--- src/rtl/cla_pkg.sv ---
// Shared types and elaboration helpers for the iterative carry-lookahead adder.
package cla_pkg;

  typedef enum logic [1:0] {
    IDLE = 2'd0,
    BUSY = 2'd1,
    DONE = 2'd2
  } cla_state_e;

  function automatic int cla_ngroups(input int width, input int group);
    return width / group;
  endfunction

  // True when the WIDTH/GROUP pair can be built: GROUP in 1..8 and dividing WIDTH.
  function automatic bit cla_params_ok(input int width, input int group);
    return (group >= 1) && (group <= 8) && (width >= group) && ((width % group) == 0);
  endfunction

endpackage

--- src/rtl/cla_group.sv ---
// One GROUP-bit carry-lookahead slice: every internal carry is a flat sum of
// products of g/p terms and the group carry-in, so there is no ripple path.
module cla_group
  import cla_pkg::*;
#(
  parameter int GROUP = 4
) (
  input  logic [GROUP-1:0] a_i,
  input  logic [GROUP-1:0] b_i,
  input  logic             cg_i,
  output logic [GROUP-1:0] s_o,
  output logic             cout_o,
  output logic             c_msb_o,
  output logic             p_o,
  output logic             g_o
);

  logic [GROUP-1:0] p;
  logic [GROUP-1:0] g;
  logic [GROUP:0]   c;

  assign p = a_i ^ b_i;
  assign g = a_i & b_i;

  // c[i+1] = g[i] | p[i]g[i-1] | ... | p[i]..p[0]cg, one product term per j.
  always_comb begin
    logic carry;
    logic run;
    c     = '0;
    c[0]  = cg_i;
    g_o   = 1'b0;
    carry = 1'b0;
    run   = 1'b0;
    for (int i = 0; i < GROUP; i++) begin
      carry = g[i];
      run   = p[i];
      for (int j = i - 1; j >= 0; j--) begin
        carry = carry | (run & g[j]);
        run   = run & p[j];
      end
      if (i == GROUP - 1) begin
        g_o = carry;
      end
      c[i+1] = carry | (run & cg_i);
    end
  end

  assign s_o     = p ^ c[GROUP-1:0];
  assign cout_o  = c[GROUP];
  assign c_msb_o = c[GROUP-1];
  assign p_o     = &p;

endmodule

--- src/rtl/cla_adder_iter.sv ---
// Multi-cycle adder: resolves one GROUP-bit slice per cycle through a single
// lookahead group, chaining the group carry through a register.
module cla_adder_iter
  import cla_pkg::*;
#(
  parameter int WIDTH = 16,
  parameter int GROUP = 4
) (
  input  logic             clk,
  input  logic             rst,
  input  logic             in_valid,
  output logic             in_ready,
  input  logic [WIDTH-1:0] a,
  input  logic [WIDTH-1:0] b,
  input  logic             cin,
  output logic             out_valid,
  input  logic             out_ready,
  output logic [WIDTH-1:0] sum,
  output logic             cout,
  output logic             ovf,
  output logic [1:0]       dbg_state_o
);

  localparam int NGROUPS = cla_ngroups(WIDTH, GROUP);
  localparam int IDXW    = (NGROUPS > 1) ? $clog2(NGROUPS) : 1;

  if (!cla_params_ok(WIDTH, GROUP)) begin : g_bad_params
    $error("cla_adder_iter: GROUP must be 1..8 and divide WIDTH");
  end

  // Handshakes: a transfer happens on a rising edge where valid && ready are
  // both high; valid never depends on ready, ready never depends on valid.

  cla_state_e       state_q, state_d;
  logic [WIDTH-1:0] a_q, a_d;
  logic [WIDTH-1:0] b_q, b_d;
  logic [IDXW-1:0]  idx_q, idx_d;
  logic             carry_q, carry_d;
  logic [WIDTH-1:0] sum_q, sum_d;
  logic             cout_q, cout_d;
  logic             ovf_q, ovf_d;

  logic [GROUP-1:0] a_slice;
  logic [GROUP-1:0] b_slice;
  logic [GROUP-1:0] grp_s;
  logic             grp_cout;
  logic             grp_c_msb;
  logic             grp_p;
  logic             grp_g;
  logic             last_grp;

  assign last_grp = (idx_q == IDXW'(NGROUPS - 1));

  always_comb begin
    a_slice = '0;
    b_slice = '0;
    for (int gi = 0; gi < NGROUPS; gi++) begin
      if (idx_q == IDXW'(gi)) begin
        a_slice = a_q[gi*GROUP +: GROUP];
        b_slice = b_q[gi*GROUP +: GROUP];
      end
    end
  end

  cla_group #(.GROUP(GROUP)) u_group (
    .a_i     (a_slice),
    .b_i     (b_slice),
    .cg_i    (carry_q),
    .s_o     (grp_s),
    .cout_o  (grp_cout),
    .c_msb_o (grp_c_msb),
    .p_o     (grp_p),
    .g_o     (grp_g)
  );

  // State and datapath registers.
  always_ff @(posedge clk) begin
    if (rst) begin
      state_q <= IDLE;
      a_q     <= '0;
      b_q     <= '0;
      idx_q   <= '0;
      carry_q <= 1'b0;
      sum_q   <= '0;
      cout_q  <= 1'b0;
      ovf_q   <= 1'b0;
    end else begin
      state_q <= state_d;
      a_q     <= a_d;
      b_q     <= b_d;
      idx_q   <= idx_d;
      carry_q <= carry_d;
      sum_q   <= sum_d;
      cout_q  <= cout_d;
      ovf_q   <= ovf_d;
    end
  end

  always_comb begin
    state_d = state_q;
    unique case (state_q)
      IDLE:    if (in_valid) state_d = BUSY;
      BUSY:    if (last_grp) state_d = DONE;
      DONE:    if (out_ready) state_d = IDLE;
      default: state_d = IDLE;
    endcase
  end

  always_comb begin
    in_ready  = (state_q == IDLE);
    out_valid = (state_q == DONE);
    a_d       = a_q;
    b_d       = b_q;
    idx_d     = idx_q;
    carry_d   = carry_q;
    sum_d     = sum_q;
    cout_d    = cout_q;
    ovf_d     = ovf_q;
    unique case (state_q)
      IDLE: begin
        if (in_valid) begin
          a_d     = a;
          b_d     = b;
          carry_d = cin;
          idx_d   = '0;
        end
      end
      BUSY: begin
        for (int gi = 0; gi < NGROUPS; gi++) begin
          if (idx_q == IDXW'(gi)) sum_d[gi*GROUP +: GROUP] = grp_s;
        end
        // Chained carry from the group generate/propagate pair.
        carry_d = grp_g | (grp_p & carry_q);
        idx_d   = last_grp ? '0 : idx_q + IDXW'(1);
        if (last_grp) begin
          cout_d = grp_g | (grp_p & carry_q);
          ovf_d  = grp_cout ^ grp_c_msb;
        end
      end
      default: ;
    endcase
  end

  assign sum         = sum_q;
  assign cout        = cout_q;
  assign ovf         = ovf_q;
  assign dbg_state_o = state_q;

endmodule

--- config.mk ---
export PLATFORM = sky130hd
export DESIGN_NAME = cla_adder_iter
export DESIGN_NICKNAME = d
export VERILOG_FILES = /design/src/rtl/cla_pkg.sv /design/src/rtl/cla_group.sv /design/src/rtl/cla_adder_iter.sv
export SDC_FILE = /design/constraint.sdc
export NUM_CORES = 1
export LEC_CHECK = 0
export BUFFER_PORTS_ARGS = -buffer_cell sky130_fd_sc_hd__buf_4
export CORE_MARGIN = 3
export CORE_UTILIZATION = 35
export DETAILED_ROUTE_END_ITERATION = 12
export PLACE_DENSITY = 0.52
export RECOVER_POWER = 50
export SYNTH_ARGS = -nofsm -noshare
export SYNTH_HDL_FRONTEND = slang
export SYNTH_SLANG_ARGS = --single-unit
export TNS_END_PERCENT = 5
--- constraint.sdc ---
create_clock -name clk -period 3.1 [get_ports clk]
set_clock_uncertainty 0.05 [all_clocks]
set_input_delay 0.31 -clock clk [delete_from_list [all_inputs] [get_ports clk]]
set_output_delay 0.31 -clock clk [all_outputs]
set_load 0.02 [all_outputs]
==> impl_metrics.yaml <==
clock_network:
  clock_path_buffers: 2
  clkTransAtPathRegs_ns: 0.10
  cts_tree: "done"
  cts_sinks: 55
  cts_buffers: 5
  cts-root-buf: "clkbuf_8"
  htree_levels: 2
  clock_latency_ns: 0.31
  hold_buffers: 0
power:
  max-vdd-ir-drop_mv: 0.226
  p_leak_nw: 1.18
  power.density_nw_per_um2: 492
setup_path:
  r2r_cells: 12
  crit_type: "reg -> reg"
  reg2reg_slack_ns: 0.27
  r2r-end: "sum[10]"
  r2r-start: "idx_q[1]"
  required_ns: 3.29
  critPathLaunchType: "register"
  crit_start: "idx_q[1]"
  critPathCaptureType: "register"
  critical_path_arrival_ns: 3.02
  cp_max_fo: 10
synth:
  syn-num-nets: 365
  synth_cells: 319
  seq_area_frac_synth_pct: 43.7
  yosysWarnings: 0
  synth_seq_cells: 55
  synth_cell_types: 38
  netlist_area_um2: 2520
  synth_area_per_cell_um2: 7.91
timing:
  grt_setup_unrepaired: "no"
  slew_headroom_pct: 21.3
  layout_min_cycle_time_ns: 2.83
  timing.fmax_mhz: 354
  fin_crit_sh_pct: 91.2
  maxSlewViolCount: 0
  setup_viol: 0
  setup-tns-final_ns: 0
  worst_pin_slew_ns: 1.18
  hold_viol_final: 0
job:
  maxCapViolCount: 0
global_routing:
  grt_max_degree: 61
  grt_pass1_vias: 2239
  grt_usage_pct: 15.7
  overflow: 0
  antenna_found_initial: 0
  grt_first_pass_wirelength_um: 10700
die:
  pin_count: 59
  die_y_um: 90.9
  die-area_um2: 8260
  die_w_um: 90.9
  rows: 30
  start_util_pct: 36.5
  coreArea_um2: 6910
routing:
  vias: 2270
  drtIter0Drc: 40
  wire_per_inst_um: 13.6
  drtPass1Iterations: 4
  drc: 0
  antenna_left: 0
  wirelength_um: 6370
  vias_per_cell: 4.85
cells_and_area:
  drive_above_1_share_pct: 17.2
  n_antenna_cell: 0
  register_area_um2: 1100
  multi_input_area_um2: 1320
  fin_nets: 417
  fillerInstances: 783
  fin_cells: 468
  syn2layout_area_growth_pct: 22.7
  utilization_pct: 44.8
place:
  gp_congestion: 0.781
  dpl.cell_count: 457
  numPortBuffers: 58
  dp_hpwl_um: 4590
min_path:
  hp-start: "b[1]"
  hold_end: "b_q[1]"
  holdPathStages: 3
  hold_path.class: "in -> reg"
outcome:
  outcome: "finished, final reports clean"
how the worst max path moves through the flow:
stage               endpoint  slack [ns]  cells after the start
floorplan            sum[11]        0.26                     12
global placement     sum[11]        0.26                     11
detailed placement    sum[7]        0.17                     11
CTS                   sum[3]        0.13                     11
global route         sum[10]       0.009                     12
finish               sum[10]        0.27                     12
logic make-up (layout without fill, tap and decap cells):
kind of cell               after synthesis  after routing  synth area share (%)
buffers and inverters                   25             77                  4.71
muxes                                    1              1                 0.397
xor gates and xnor gates                 1              1                 0.347
AOI/OAI and AO/OA                       88             89                  20.3
and+or+nand+nor                        140            140                  25.8
adders and majority gates                9              9                  4.76
DFF                                     55             55                  43.7
power breakdown:
part / internal (mW) / switching (mW)
Clock: 0.323 / 0.233
Combinational: 0.0881 / 0.121
Sequential: 0.738 / 0.0208
placed cells by master, fill, tap and decap left out, types with 4 or more instances in the layout:
cell,n
nor2_1,11
clkbuf_8,5
a311o_1,4
nor4_1,4
clkbuf_1,23
nand2_1,96
o21ai_0,7
inv_1,4
a211oi_1,8
dfxtp_1,55
ha_1,7
a21oi_1,58
nand3b_1,8
or3_1,5
buf_4,43
cell usage after synthesis (all sizes together):
| cell | instances | area share (%) |
|---|---|---|
| and2 | 6 | 1.8 |
| a21oi | 59 | 12 |
| o21a | 1 | 0.30 |
| buf | 8 | 2.2 |
| o21bai | 1 | 0.30 |
| and2b | 1 | 0.35 |
| clkbuf | 13 | 1.9 |
| nor2 | 11 | 1.6 |
| inv | 4 | 0.60 |
| a211o | 1 | 0.35 |
| fa | 1 | 0.79 |
| a221oi | 1 | 0.35 |
| nor4 | 4 | 0.99 |
| o22ai | 1 | 0.25 |
| xnor2 | 1 | 0.35 |
| nor3 | 1 | 0.20 |
| nor2b | 2 | 0.79 |
| mux2i | 1 | 0.40 |
| a211oi | 8 | 2.4 |
| or3 | 5 | 1.2 |
| o21ai | 9 | 1.8 |
| nand2b | 1 | 0.25 |
| nand3b | 8 | 2.4 |
| a22oi | 2 | 0.60 |
| nor3b | 4 | 1.4 |
| ha | 8 | 4.0 |
| a311o | 4 | 1.6 |
| a21o | 1 | 0.30 |
| nand2 | 97 | 15 |
| dfxtp | 55 | 44 |
timing repair:
action	in CTS	in global routing
gates resized for setup	0	5
buffers inserted	0	2
endpoints found under the setup margin	0	11
registers in the layout (all words and copies together), names as in the netlist:
register,count
cout,1
ovf,1
a_q,16
carry_q,1
idx_q,2
sum,16
dbg_state_o,2
b_q,16
cell type report:
type / count / area share, %
clock inverters: 2 / 1.94
repair buffers: 65 / 13.1
multi-input cells: 240 / 42.7
well taps: 96 / 3.88
flip-flops and latches: 55 / 35.6
clock buffers: 6 / 2.34
inverters: 4 / 0.485
layer usage:
layer / vias up / track usage, % / share of wire, % / wire, µm
met1: 1037 / 19.8 / 47 / 2990
li1: 1188 / - / - / -
met3: 4 / 3.00 / 3.5 / 222
met4: 0 / 4.52 / 0.72 / 46
met5: - / 0 / 0 / 0
met2: 41 / 27.4 / 49 / 3110
worst max-delay path, cell delays in order (launching register included):
cell      delay [ns]
dfxtp_1         0.39
inv_1           0.08
ha_1            0.27
buf_4           0.20
nand3b_1        0.15
a21oi_1         0.17
a21oi_1         0.05
o21ai_0         0.17
ha_1            0.30
o21a_1          0.27
and2_4          0.19
or3_1           0.35
a21oi_1         0.13
stage by stage:
stage                     cell area [µm²]  hold slack (ns)  total power [mW]  setup WS [ns]
final                                3100            0.180              1.52          0.274
after floorplan                      2520            0.386             0.905          0.256
after CTS                            3140            0.175              1.54          0.128
after global placement               3010            0.395             0.988          0.259
after global routing                 3100            0.181              1.60        0.00893
after detailed placement             3010            0.400             0.990          0.169
Power figures use the tool's default switching activity.
